### config.mk
export PLATFORM = sky130hd
export DESIGN_NAME = proj1_cpu
export DESIGN_NICKNAME = d
export VERILOG_FILES = /design/src/rtl/proj1_pkg.sv /design/src/rtl/proj1_regfile.sv /design/src/rtl/proj1_cpu.sv
export SDC_FILE = /design/constraint.sdc
export NUM_CORES = 2
export LEC_CHECK = 0
export ABC_AREA = 0
export CAP_MARGIN = 30
export CORE_MARGIN = 2
export CORE_UTILIZATION = 30
export CTS_BUF_LIST = sky130_fd_sc_hd__clkbuf_8
export DETAILED_ROUTE_END_ITERATION = 10
export PLACE_DENSITY_LB_ADDON = 0.15
export SYNTH_ARGS = -nofsm -noshare
export SYNTH_HDL_FRONTEND = slang
export SYNTH_SLANG_ARGS = --single-unit
### constraint.sdc
create_clock -name clk -period 9.9 [get_ports clk]
set_clock_uncertainty 0.1 [all_clocks]
set_input_delay 1.98 -clock clk [delete_from_list [all_inputs] [get_ports clk]]
set_output_delay 1.98 -clock clk [all_outputs]
set_load 0.1 [all_outputs]
### src/rtl/proj1_pkg.sv
// Shared opcode, funct and ALU-control definitions for the proj1 single-cycle MIPS core.
// The decode helper honours the PROJ1_JUMP_EN build macro for the j instruction.
package proj1_pkg;

    localparam logic [5:0] OP_RTYPE = 6'h00;
    localparam logic [5:0] OP_J     = 6'h02;
    localparam logic [5:0] OP_BEQ   = 6'h04;
    localparam logic [5:0] OP_ADDI  = 6'h08;
    localparam logic [5:0] OP_LW    = 6'h23;
    localparam logic [5:0] OP_SW    = 6'h2B;

    localparam logic [5:0] FN_ADD = 6'h20;
    localparam logic [5:0] FN_SUB = 6'h22;
    localparam logic [5:0] FN_AND = 6'h24;
    localparam logic [5:0] FN_OR  = 6'h25;
    localparam logic [5:0] FN_SLT = 6'h2A;

    typedef enum logic [2:0] {
        ALU_ADD = 3'd0,
        ALU_SUB = 3'd1,
        ALU_AND = 3'd2,
        ALU_OR  = 3'd3,
        ALU_SLT = 3'd4
    } alu_op_t;

    typedef struct packed {
        logic    reg_write;
        logic    reg_dst_rd;
        logic    alu_src_imm;
        logic    mem_read;
        logic    mem_write;
        logic    branch;
        logic    jump;
        alu_op_t alu_op;
    } ctrl_t;

    // Anything not recognised falls out as an all-zero control word, i.e. a NOP.
    function automatic ctrl_t decode(input logic [5:0] op, input logic [5:0] funct);
        ctrl_t c;
        c = '0;
        c.alu_op = ALU_ADD;
        case (op)
            OP_RTYPE: begin
                c.reg_write  = 1'b1;
                c.reg_dst_rd = 1'b1;
                case (funct)
                    FN_ADD:  c.alu_op = ALU_ADD;
                    FN_SUB:  c.alu_op = ALU_SUB;
                    FN_AND:  c.alu_op = ALU_AND;
                    FN_OR:   c.alu_op = ALU_OR;
                    FN_SLT:  c.alu_op = ALU_SLT;
                    default: c.reg_write = 1'b0;
                endcase
            end
            OP_ADDI: begin
                c.reg_write   = 1'b1;
                c.alu_src_imm = 1'b1;
            end
            OP_LW: begin
                c.reg_write   = 1'b1;
                c.alu_src_imm = 1'b1;
                c.mem_read    = 1'b1;
            end
            OP_SW: begin
                c.alu_src_imm = 1'b1;
                c.mem_write   = 1'b1;
            end
            OP_BEQ: begin
                c.branch = 1'b1;
                c.alu_op = ALU_SUB;
            end
`ifdef PROJ1_JUMP_EN
            OP_J: c.jump = 1'b1;
`endif
            default: c = c;
        endcase
        return c;
    endfunction

endpackage

### src/rtl/proj1_regfile.sv
// 32-entry register file: two asynchronous read ports, one synchronous write port.
// Register 0 reads as zero and ignores writes; all entries clear on reset.
module proj1_regfile #(
    parameter int XLEN = 32
) (
    input  logic            clk,
    input  logic            reset,
    input  logic [4:0]      ra1,
    input  logic [4:0]      ra2,
    output logic [XLEN-1:0] rd1,
    output logic [XLEN-1:0] rd2,
    input  logic            we,
    input  logic [4:0]      wa,
    input  logic [XLEN-1:0] wd
);

    logic [XLEN-1:0] regs [32];

    always_ff @(posedge clk or negedge reset) begin
        if (!reset) begin
            for (int i = 0; i < 32; i++) regs[i] <= '0;
        end else if (we && (wa != 5'd0)) begin
            regs[wa] <= wd;
        end
    end

    // Reads see the pre-edge value, so a same-cycle read of the target returns old data.
    assign rd1 = (ra1 == 5'd0) ? '0 : regs[ra1];
    assign rd2 = (ra2 == 5'd0) ? '0 : regs[ra2];

endmodule

### src/rtl/proj1_cpu.sv
// Single-cycle MIPS-I subset core: decode, ALU and PC logic around proj1_regfile.
// Define PROJ1_JUMP_EN to decode j; otherwise opcode 0x02 behaves as a NOP.
module proj1_cpu
    import proj1_pkg::*;
#(
    parameter logic [31:0] RESET_PC = 32'h0000_0000,
    parameter int          XLEN     = 32
) (
    input  logic            clk,
    input  logic            reset,
    output logic [XLEN-1:0] inst_addr,
    input  logic [31:0]     instr,
    output logic [XLEN-1:0] data_addr,
    output logic [XLEN-1:0] data_in,
    output logic            mem_read,
    output logic            mem_write,
    input  logic [XLEN-1:0] data_out
);

    logic [XLEN-1:0] pc;
    logic [XLEN-1:0] pc_plus4;
    logic [XLEN-1:0] pc_next;
    logic [XLEN-1:0] branch_target;
    logic [XLEN-1:0] jump_target;
    logic [XLEN-1:0] imm_sext;
    logic [XLEN-1:0] rs_val;
    logic [XLEN-1:0] rt_val;
    logic [XLEN-1:0] alu_b;
    logic [XLEN-1:0] alu_y;
    logic [XLEN-1:0] wb_data;
    logic [4:0]      wb_addr;
    ctrl_t           ctrl;

    assign ctrl     = decode(instr[31:26], instr[5:0]);
    assign imm_sext = {{(XLEN-16){instr[15]}}, instr[15:0]};

    proj1_regfile #(.XLEN(XLEN)) u_regfile (
        .clk   (clk),
        .reset (reset),
        .ra1   (instr[25:21]),
        .ra2   (instr[20:16]),
        .rd1   (rs_val),
        .rd2   (rt_val),
        .we    (ctrl.reg_write & reset),
        .wa    (wb_addr),
        .wd    (wb_data)
    );

    assign alu_b = ctrl.alu_src_imm ? imm_sext : rt_val;

    always_comb begin
        alu_y = '0;
        case (ctrl.alu_op)
            ALU_ADD: alu_y = rs_val + alu_b;
            ALU_SUB: alu_y = rs_val - alu_b;
            ALU_AND: alu_y = rs_val & alu_b;
            ALU_OR:  alu_y = rs_val | alu_b;
            ALU_SLT: alu_y = {{(XLEN-1){1'b0}}, ($signed(rs_val) < $signed(alu_b))};
            default: alu_y = '0;
        endcase
    end

    assign wb_addr = ctrl.reg_dst_rd ? instr[15:11] : instr[20:16];
    assign wb_data = ctrl.mem_read ? data_out : alu_y;

    assign pc_plus4      = pc + XLEN'(4);
    assign branch_target = pc_plus4 + {imm_sext[XLEN-3:0], 2'b00};
    assign jump_target   = {pc_plus4[XLEN-1:XLEN-4], instr[25:0], 2'b00};

    always_comb begin
        pc_next = pc_plus4;
        if (ctrl.jump)
            pc_next = jump_target;
        else if (ctrl.branch && (rs_val == rt_val))
            pc_next = branch_target;
    end

    always_ff @(posedge clk or negedge reset) begin
        if (!reset) pc <= RESET_PC;
        else        pc <= pc_next;
    end

    assign inst_addr = pc;
    assign data_addr = alu_y;
    assign data_in   = rt_val;
    // Memory strobes are suppressed for as long as reset is held low.
    assign mem_read  = ctrl.mem_read & reset;
    assign mem_write = ctrl.mem_write & reset;

endmodule

==> metrics.csv <==
stage;metric;value;unit
finish;Fillers;20600;
clock_tree;Worst-path clk slew;60;ps
worst_setup_path;reg2reg start;u_regfile.regs[384]$_DFFE_PN0P_;
worst_setup_path;required time of the critical path;7820;ps
die;Die Area;0.209;sq mm
grt;initial antenna violation count;7;
timing;Highest Clock Rate;104;MHz
die;I/O Pins;164;
drt;TritonRoute pass-1 iters;5;
placement;dpl cell area;0.0675;sq mm
worst_hold_path;Worst Hold Depth;0;
power_and_ir_drop;clock share of power;0.427;
worst_hold_path;Min-Delay Path Class;flop to flop;
power_and_ir_drop;Switch Pwr;3.03;mW
worst_setup_path;CP Class;input pin to output pin;
worst_setup_path;reg2reg setup slack;3760;ps
grt;Total GRT Usage;0.238;
placement;GP Congestion;0.909;
synth;ys flop type;dfrtp_1;
finish;# nets final;5978;
synth;asr flop ratio synth;1.00;
placement;Detail Placement HPWL;163000;um
finish;area grow syn2layout;16.0;%
power_and_ir_drop;power after layout;10.1;mW
drt;via count;47800;
die;Initial Util;0.301;
synth;mapped cell area;0.0616;sq mm
power_and_ir_drop;sequential share of power;0.435;
synth;Synth cell types;88;
job;Max Cap Violations;0;
synth;top cells by count, synth;dfrtp_1 (1054), nand2_1 (973), o21ai_0 (854), mux4_2 (500), clkbuf_1 (418);
synth;most frequent cell after synthesis;dfrtp_1;
clock_tree;total clock buffers created by CTS;187;
die;row cnt;166;
synth;Post-synth EDFFs;0;
drt;drt first-iter violations;4315;
timing;max-slew violation count;0;
synth;Synth area leaders;dfrtp_1 (43%), mux4_2 (18%), o21ai_0 (6.9%);
drt;Vias/cell;5.55;
die;DIE HEIGHT;457;um
timing;final hold vios;0;
power_and_ir_drop;Sw Ratio;0.300;
drt;DRT Wirelength;250000;um
clock_tree;H-tree Lvls;4;
drt;average routed wire per standard cell;29.1;um
synth;Yosys top cell area share;0.428;
clock_tree;clock insertion delay at the later pin of the skew report;990;ps
clock_tree;CTS Root Cell;clkbuf_8;
power_and_ir_drop;combinational power share;0.137;
synth;Yosys top cell by area;dfrtp_1;
worst_setup_path;Crit. End Element;output pin;
synth;Post-Synthesis Cells;5680;
placement;placed cell count;8276;
clock_tree;clk buf depth;3;
power_and_ir_drop;power density over the cells;141;mW/mm^2
finish;share of post-route cells with drive strength above 1;0.255;
worst_setup_path;R2R Path End;u_regfile.regs[794]$_DFFE_PN0P_;
grt;vias in the first global route;48200;
power_and_ir_drop;Pleak;30.9;nW
timing;fin crit share;0.972;
worst_setup_path;CP arrival;7540;ps
timing;Least-Margin Pin Slew;1090;ps
drt;DRC Markers;0;
die;Die X;457;um
power_and_ir_drop;worst vdd ir;0.000119;V
finish;design area;0.0714;sq mm
die;core box area;0.204;sq mm
worst_hold_path;WHS Endpoint;u_regfile.regs[994]$_DFFE_PN0P_;
clock_tree;Post-CTS Setup Inserts;0;
clock_tree;CTS Sinks;1054;
drt;ANT nets after route;0;
worst_setup_path;Register-to-Register Path Depth;20;
timing;fin crit period;9620;ps
grt;GRT overflow;0;
timing;Setup Viol. Count Final;0;
timing;relative max-transition margin;0.270;
timing;setup tns final;0;ps
worst_hold_path;hold_sp;u_regfile.regs[994]$_DFFE_PN0P_;
finish;Post-Layout Cell Count;8618;
outcome;status;finished, final reports clean;
grt;first-pass GRT wire length;362000;um
synth;sequential fraction of the synthesis area;0.428;
worst_setup_path;CP Max Fanout;14;
synth;Seq cells post-synth;1054;
synth;Mean Syn Cell Area;10.8;sq um
worst_setup_path;crit start category;input pin;
clock_tree;TritonCTS clock tree;done;
power_and_ir_drop;internal power;7.06;mW
synth;Synth warnings;0;
timing;RSZ-0062 raised after global routing;false;
placement;port buffer count;161;
grt;pin count of the biggest net entering global routing;170;
==> metrics by stage <==
stage / hold slack (ps) / worst slack (ps) / utilization
after global routing: 308 / 5.27 / 0.349
after detailed placement: 284 / 130 / 0.330
after global placement: 277 / 34.0 / 0.329
after floorplan: 341 / -255 / -
after CTS: 297 / 118 / 0.349
final: 294 / 278 / 0.349
==> final cells by class <==
type                       count  area (sq um)  area share
timing repair buffer         460          4660      0.0652
tap                         2688          3360      0.0471
inverter                     119           449     0.00629
antenna                        1          2.50   0.0000350
multi-input combinational   3956         32600       0.457
sequential                  1054         26400       0.369
clock buffer                 236          3250      0.0455
clock inverter               104           669     0.00937
==> critical path: stages <==
cell             delay (ps)
clkdlybuf4s50_1         610
buf_4                   350
mux4_2                  360
mux4_2                  480
mux2i_2                 380
buf_4                   190
nor3_1                   50
a21o_1                  220
ha_1                    310
buf_4                   160
or3_1                   370
nor2_1                  160
a21oi_1                 100
and3_1                  200
a21o_1                  240
o211a_1                 280
o31ai_1                 240
a21oi_1                 140
xnor2_1                 420
o21ai_4                  90
buf_12                  180
==> sequential cells by signal, indices dropped and copies added, names as in the netlist <==
signal and cells:
u_regfile.regs 1024, inst_addr 30
==> worst max-delay path by stage <==
stage	startpoint	to	slack [ps]
2_1_floorplan	instr[17]	data_addr[29]	-260
3_3_place_gp	instr[16]	data_addr[27]	30
3_5_place_dp	instr[16]	data_addr[27]	130
4_1_cts	instr[16]	data_addr[27]	120
5_1_grt	instr[18]	data_addr[25]	5
6_report	instr[18]	data_addr[25]	280
==> power groups by stage <==
stage / combinational (mW) / clock [mW] / sequential [mW]
5_1_grt: 1.47 / 4.60 / 4.40
3_5_place_dp: 1.38 / 0 / 4.47
4_1_cts: 1.39 / 4.42 / 4.39
3_3_place_gp: 1.38 / 0 / 4.47
6_report: 1.39 / 4.32 / 4.39
2_1_floorplan: 0.739 / 0 / 4.50
==> routing by layer <==
layer,GRT usage,part of all wire,up-vias
li1,-,-,20900
met1,0.330,0.44,24700
met2,0.376,0.46,1791
met3,0.0426,0.064,402
met4,0.0782,0.033,0
met5,0,0,-
==> cells by family (layout without fill, tap and decap cells) <==
family,Yosys count,after routing,synth area share
muxes,879,879,0.250
AOI/OAI and AO/OA,1437,1437,0.135
DFF,1054,1054,0.428
adders and majority gates,134,134,0.0276
xor gates and xnor gates,108,108,0.0155
buffers and inverters,671,919,0.0481
and+or+nand+nor,1396,1396,0.0950
other,1,3,0.0000609
==> cell usage in the layout, fill, tap and decap left out, drive strengths merged, types with 25 or more instances in the layout <==
master	synthesis	routed
a22oi	91	91
a21o	32	32
dfrtp	1054	1054
xnor2	70	70
nand3	49	49
ha	131	131
o31ai	25	25
o221ai	33	33
nor3	38	38
or2	32	32
o22ai	36	36
mux2i	143	143
a21oi	178	178
inv	117	189
nand2	974	974
nor2	173	173
mux2	234	234
clkdlybuf4s50	0	96
mux4	502	502
clkinv	2	28
a31oi	27	27
xor2	38	38
clkbuf	419	236
o21ai	874	874
buf	133	364
==> repair_timing <==
action,4_1_cts,5_1_grt
gates resized for setup,0,5
endpoints found under the setup margin,0,6
hold buffers,0,0
Note: power is estimated with default switching activity, not from simulation.
